<file path="config.mk">
export PLATFORM = sky130hd
export DESIGN_NAME = fetch_unit
export DESIGN_NICKNAME = d
export VERILOG_FILES = /design/src/rtl/fetch_unit.sv
export SDC_FILE = /design/constraint.sdc
export NUM_CORES = 1
export LEC_CHECK = 0
export BUFFER_PORTS_ARGS = -buffer_cell sky130_fd_sc_hd__buf_4
export CAP_MARGIN = 25
export CORE_MARGIN = 10
export CORE_UTILIZATION = 55
export DETAILED_ROUTE_END_ITERATION = 12
export PLACE_DENSITY = 0.77
export SLEW_MARGIN = 30
export SYNTH_ARGS = -nofsm -noshare
export SYNTH_HDL_FRONTEND = slang
export SYNTH_SLANG_ARGS = --single-unit
</file>
<file path="constraint.sdc">
create_clock -name clk -period 4.8 [get_ports clk]
set_clock_uncertainty 0.05 [all_clocks]
set_input_delay 0.96 -clock clk [delete_from_list [all_inputs] [get_ports clk]]
set_output_delay 0.96 -clock clk [all_outputs]
set_load 0.02 [all_outputs]
</file>
<file path="src/rtl/fetch_unit.sv">
`default_nettype none
// ============================================================================
// Module      : fetch_unit
// Description : Single-outstanding instruction fetch with BTB-steered PC and
//               a circular fetch queue feeding decode.
// Revision    : 1.0 - initial release
// ============================================================================
module fetch_unit #(
    parameter logic [31:0] RESET_PC = 32'h6000_0000,
    parameter int          FQ_DEPTH = 4
) (
    input  logic        clk,
    input  logic        rst,
    output logic [31:0] btb_pc,
    input  logic [31:0] btb_next_pc,
    input  logic        btb_taken,
    output logic [31:0] imem_addr,
    output logic [3:0]  imem_rmask,
    input  logic [31:0] imem_rdata,
    input  logic        imem_resp,
    input  logic        redirect_valid,
    input  logic [31:0] redirect_pc,
    input  logic        deq_ready,
    output logic        deq_valid,
    output logic [31:0] deq_pc,
    output logic [31:0] deq_instr,
    output logic [31:0] deq_pred_next_pc,
    output logic        deq_pred_taken
);

    localparam int c_PTR_W = $clog2(FQ_DEPTH);
    localparam int c_CNT_W = c_PTR_W + 1;
    localparam int c_ENT_W = 97;
    localparam logic [c_CNT_W-1:0] c_DEPTH = c_CNT_W'(FQ_DEPTH);

    localparam logic [1:0] c_ISSUE = 2'd0;
    localparam logic [1:0] c_WAIT  = 2'd1;
    localparam logic [1:0] c_DROP  = 2'd2;

    logic [1:0]          r_state;
    logic [1:0]          w_state_nxt;
    logic [31:0]         r_pc;
    logic [31:0]         r_pend_pc;
    logic [31:0]         r_pend_next;
    logic                r_pend_taken;
    logic [c_ENT_W-1:0]  r_q_mem [FQ_DEPTH];
    logic [c_PTR_W-1:0]  r_wr_ptr;
    logic [c_PTR_W-1:0]  r_rd_ptr;
    logic [c_CNT_W-1:0]  r_count;
    logic                w_issue;
    logic                w_enq;
    logic                w_deq;
    logic [c_ENT_W-1:0]  w_head;

    assign btb_pc    = r_pc;
    assign imem_addr = r_pc;

    // Only the WAIT state accepts a response; anything seen in ISSUE/DROP is dropped.
    assign w_enq = !rst && (r_state == c_WAIT) && imem_resp && !redirect_valid;
    assign w_deq = deq_valid && deq_ready;

    always_ff @(posedge clk) begin
        if (rst) begin
            r_state <= c_ISSUE;
        end else begin
            r_state <= w_state_nxt;
        end
    end

    always_comb begin
        w_state_nxt = r_state;
        w_issue     = 1'b0;
        imem_rmask  = 4'h0;
        case (r_state)
            c_ISSUE: begin
                if (!rst && !redirect_valid && (r_count < c_DEPTH)) begin
                    w_issue     = 1'b1;
                    imem_rmask  = 4'hF;
                    w_state_nxt = c_WAIT;
                end
            end
            c_WAIT: begin
                if (redirect_valid) begin
                    w_state_nxt = imem_resp ? c_ISSUE : c_DROP;
                end else if (imem_resp) begin
                    w_state_nxt = c_ISSUE;
                end
            end
            c_DROP: begin
                if (imem_resp) begin
                    w_state_nxt = c_ISSUE;
                end
            end
            default: w_state_nxt = c_ISSUE;
        endcase
    end

    always_ff @(posedge clk) begin
        if (rst) begin
            r_pc <= RESET_PC;
        end else if (redirect_valid) begin
            r_pc <= redirect_pc;
        end else if (w_enq) begin
            r_pc <= r_pend_next;
        end
    end

    always_ff @(posedge clk) begin
        if (rst) begin
            r_pend_pc    <= 32'h0;
            r_pend_next  <= 32'h0;
            r_pend_taken <= 1'b0;
        end else if (w_issue) begin
            r_pend_pc    <= r_pc;
            r_pend_next  <= btb_next_pc;
            r_pend_taken <= btb_taken;
        end
    end

    // Redirect flushes the queue and wins over any same-cycle enqueue/dequeue.
    always_ff @(posedge clk) begin
        if (rst || redirect_valid) begin
            r_wr_ptr <= '0;
            r_rd_ptr <= '0;
            r_count  <= '0;
        end else begin
            if (w_enq) begin
                r_wr_ptr <= r_wr_ptr + c_PTR_W'(1);
            end
            if (w_deq) begin
                r_rd_ptr <= r_rd_ptr + c_PTR_W'(1);
            end
            case ({w_enq, w_deq})
                2'b10:   r_count <= r_count + c_CNT_W'(1);
                2'b01:   r_count <= r_count - c_CNT_W'(1);
                default: r_count <= r_count;
            endcase
        end
    end

    always_ff @(posedge clk) begin
        if (w_enq) begin
            r_q_mem[r_wr_ptr] <= {r_pend_pc, imem_rdata, r_pend_next, r_pend_taken};
        end
    end

    assign w_head           = r_q_mem[r_rd_ptr];
    assign deq_valid        = (r_count != '0);
    assign deq_pc           = w_head[96:65];
    assign deq_instr        = w_head[64:33];
    assign deq_pred_next_pc = w_head[32:1];
    assign deq_pred_taken   = w_head[0];

endmodule
`default_nettype wire

</file>
==> summary.json <==
{
  "timing_worst_slew_pin_value_ps": 955,
  "cts_buffer_depth": 3,
  "critPathTopFamily": "buffers and inverters",
  "rows": 67,
  "yosysWarningCount": 0,
  "power.internal_mw": 7.42,
  "num_io_pins": 268,
  "postCtsSetupRepairBufs": 0,
  "seqPwrFrac_pct": 52.1,
  "switch_pwr_mw": 1.78,
  "number_of_nets_at_the_end_of_the_flow": 1340,
  "area_growth_syn_to_layout_pct": 20.9,
  "synth_common_cells": "sky130_fd_sc_hd__edfxtp_1, sky130_fd_sc_hd__dfxtp_1, sky130_fd_sc_hd__mux4_2, sky130_fd_sc_hd__nor2b_1, sky130_fd_sc_hd__nor3_1",
  "synth.distinct_cells": 32,
  "num-fill-cells": 2202,
  "max_cap_viol_count": 0,
  "worst-r2r-setup-slack_ps": 2410,
  "htree_num_levels": 2,
  "first_global_vias": 10200,
  "layout-drive-gt1-share_pct": 41.4,
  "grt_first_pass_wirelength_microns": 60500,
  "chipWidth_microns": 205,
  "cts_buffers": 47,
  "max_slew_margin_pct": 36.1,
  "clock_sinks": 496,
  "ys_seq_elements": 496,
  "timing.critical_path.to_type": "output pin",
  "core_sq_um": 33700,
  "route.antenna.remaining_nets": 0,
  "report.final.hold_viol_count": 0,
  "n_antenna_cell": 0,
  "antenna_found_initial": 0,
  "place_hpwl_microns": 24800,
  "critical_setup_path_class": "flip-flop to output pin",
  "p_clk_share_pct": 43.3,
  "dieHeight_microns": 205,
  "largest_net_degree_at_the_start_of_global_routing": 98,
  "overflow": 0,
  "synth_top_area_share_pct": 61.7,
  "timing.critical_path.fanout_max": 22,
  "data_arrival_time_of_the_worst_path_ps": 2540,
  "gp_congestion": 0.746,
  "dp_cells": 1631,
  "die_area_sq_um": 42200,
  "clock_tree.root_cell": "sky130_fd_sc_hd__clkbuf_16",
  "cells_along_the_critical_path": "buf_4, mux4_2, buf_4",
  "cts_tree": "yes",
  "routed_via_density": 5.63,
  "setup_viol": 0,
  "wl_per_cell_microns": 23.3,
  "layoutNonFillerInstCount": 1718,
  "critical_path_required_time_ps": 3790,
  "post_cts_hold_buffer_count": 0,
  "cp_slowest_stage_delay_ps": 650,
  "initial_core_util_pct": 56.0,
  "gr-usage-all-layers_pct": 18.7,
  "drt-total-wl_microns": 40100,
  "maxClockFrequency_mhz": 282,
  "mappedNetlistArea_sq_um": 18900,
  "cpMaxStageDelayCell": "sky130_fd_sc_hd__dfxtp_4",
  "place.port_buffers": 267,
  "synthFlopType": "sky130_fd_sc_hd__edfxtp_1",
  "ys_async_sr_fraction_pct": 0,
  "critical_path.most_common_cell": "sky130_fd_sc_hd__buf_4",
  "final.period_utilization_pct": 73.9,
  "final_max_slew_violation_count": 0,
  "power_leakage_nw": 8.28,
  "synth_sequential_area_ratio_pct": 73.1,
  "yosys.cell_count.top_type": "sky130_fd_sc_hd__edfxtp_1",
  "power.combinational.fraction_pct": 4.6,
  "clk_latency_worst_skew_pair_ps": 530,
  "finish.instance_area_sq_um": 22800,
  "synth.net_count": 1103,
  "placement.cell_area_sq_um": 21100,
  "max_ir_drop_vdd_uv": 274,
  "setup.worst_path.start_class": "flip-flop",
  "power_density_nw_per_um2": 403,
  "worst-path-buf-inv": 2,
  "route.detailed.drc": 0,
  "timing.setup.tns_ps": 0,
  "clock_slew_at_reported_path_ffs_ps": 60,
  "avgSynthCellArea_sq_um": 19.0,
  "synth-edff-count": 388,
  "power.share.switching_pct": 19.3,
  "synth_area_leader_cell": "sky130_fd_sc_hd__edfxtp_1",
  "yosys-top-cells-area": "sky130_fd_sc_hd__edfxtp_1, sky130_fd_sc_hd__mux4_2, sky130_fd_sc_hd__dfxtp_1, sky130_fd_sc_hd__mux2_4, sky130_fd_sc_hd__nor2b_1",
  "post_cts.resized_instances": 0,
  "dr.first_iter.drc_count": 665,
  "synthesis.instances": 995,
  "finalCriticalPeriod_ps": 3550,
  "rsz0062_at_grt": "false",
  "outcome": "complete, no violations",
  "via_count": 9680,
  "hold_class": "flip-flop to flip-flop",
  "drt_pre_antenna_iters": 5
}
## cells by family (layout without fill, tap and decap cells)
| group | Yosys count | count (layout) | share of synthesized area [%] |
|---|---|---|---|
| flops | 496 | 496 | 73.1 |
| mux | 163 | 163 | 16.3 |
| simple gates | 154 | 154 | 4.59 |
| buf+inv | 131 | 406 | 3.64 |
| compound gates | 40 | 40 | 1.70 |
| fa+ha+maj | 6 | 6 | 0.437 |
| xor+xnor | 5 | 5 | 0.232 |
## per-stage QoR
step | setup slack (ps) | util [%] | hold WS, ps | power [mW]
final | 1250 | 67.8 | 442 | 9.20
after global routing | 1110 | 67.8 | 468 | 9.49
after CTS | 1190 | 67.8 | 447 | 9.27
after detailed placement | 1190 | 62.7 | 430 | 5.31
after global placement | 1220 | 62.7 | 422 | 5.30
after floorplan | 367 | - | 402 | 5.11
## worst register-to-register path, stage by stage (launching register included)
cell and delay (ps):
sky130_fd_sc_hd__dfxtp_1 430, sky130_fd_sc_hd__nand2_1 120, sky130_fd_sc_hd__nor3_1 380, sky130_fd_sc_hd__and2_4 560, sky130_fd_sc_hd__buf_12 410
## cells in the final DEF, fill, tap and decap left out, types with 2 or more instances in the layout
cell                         netlist  final
sky130_fd_sc_hd__edfxtp_1        388    388
sky130_fd_sc_hd__buf_4            36    275
sky130_fd_sc_hd__dfxtp_1         108    106
sky130_fd_sc_hd__mux4_2           97     97
sky130_fd_sc_hd__nor2b_1          66     66
sky130_fd_sc_hd__nor3_1           62     62
sky130_fd_sc_hd__clkbuf_16         0     49
sky130_fd_sc_hd__mux2_4           39     39
sky130_fd_sc_hd__inv_1            37     37
sky130_fd_sc_hd__a2111oi_0        30     30
sky130_fd_sc_hd__mux2_2           27     27
sky130_fd_sc_hd__clkbuf_1         39     11
sky130_fd_sc_hd__clkbuf_8          0     10
sky130_fd_sc_hd__bufinv_16         0      9
sky130_fd_sc_hd__nor2_1            7      7
sky130_fd_sc_hd__a21oi_1           7      7
sky130_fd_sc_hd__buf_12            0      7
sky130_fd_sc_hd__nand2_1           6      6
sky130_fd_sc_hd__ha_1              5      5
sky130_fd_sc_hd__and2_4            0      4
sky130_fd_sc_hd__xor2_1            3      3
sky130_fd_sc_hd__clkinvlp_4        0      3
sky130_fd_sc_hd__clkinv_1          0      3
sky130_fd_sc_hd__or3_1             2      2
sky130_fd_sc_hd__xnor2_1           2      2
sky130_fd_sc_hd__nor3b_1           2      2
sky130_fd_sc_hd__dfxtp_4           0      2
sky130_fd_sc_hd__clkinv_2          0      2
## state kept, by name, indices dropped and copies added, names as in the netlist, named ones only
signal / count
r_count: 3
r_state: 2
r_q_mem: 388
r_rd_ptr: 2
r_pend_pc: 32
btb_pc: 32
r_wr_ptr: 2
r_pend_taken: 1
r_pend_next: 32
## power groups by stage
stage / clock network (mW) / logic [mW] / registers (mW)
final: 3.98 / 0.424 / 4.79
after global routing: 4.23 / 0.454 / 4.80
after CTS: 4.05 / 0.430 / 4.79
after detailed placement: 0 / 0.427 / 4.88
after global placement: 0 / 0.421 / 4.87
after floorplan: 0 / 0.237 / 4.87
## final timing paths
kind / startpoint / cells past startpoint / to
setup / recovery: flip-flop / 3 / deq_pc[21]
hold / removal: r_pend_pc[30] / 0 / r_q_mem[3][95]
setup reg to reg: r_state[0] / 4 / r_q_mem[1][35]
hold reg to reg: r_pend_pc[30] / 0 / r_q_mem[3][95]
## cell type report
cell class,count,area (sq um),area share [%]
clock inverters,17,314,1.37
inverters,37,139,0.608
flip-flops and latches,496,13800,60.5
well taps,448,561,2.45
repair buffers,282,2200,9.65
clock buffers,70,1410,6.15
multi-input cells,368,4400,19.3
## layer usage
layer  global-route usage [%]  wire length [microns]  up-vias
met3                     4.10                   3150       51
met2                     30.9                  19800      351
met5                        0                      0        -
met1                     24.9                  16500     4945
met4                     4.86                    695        0
li1                         -                      -     4333
Power figures use the tool's default switching activity.
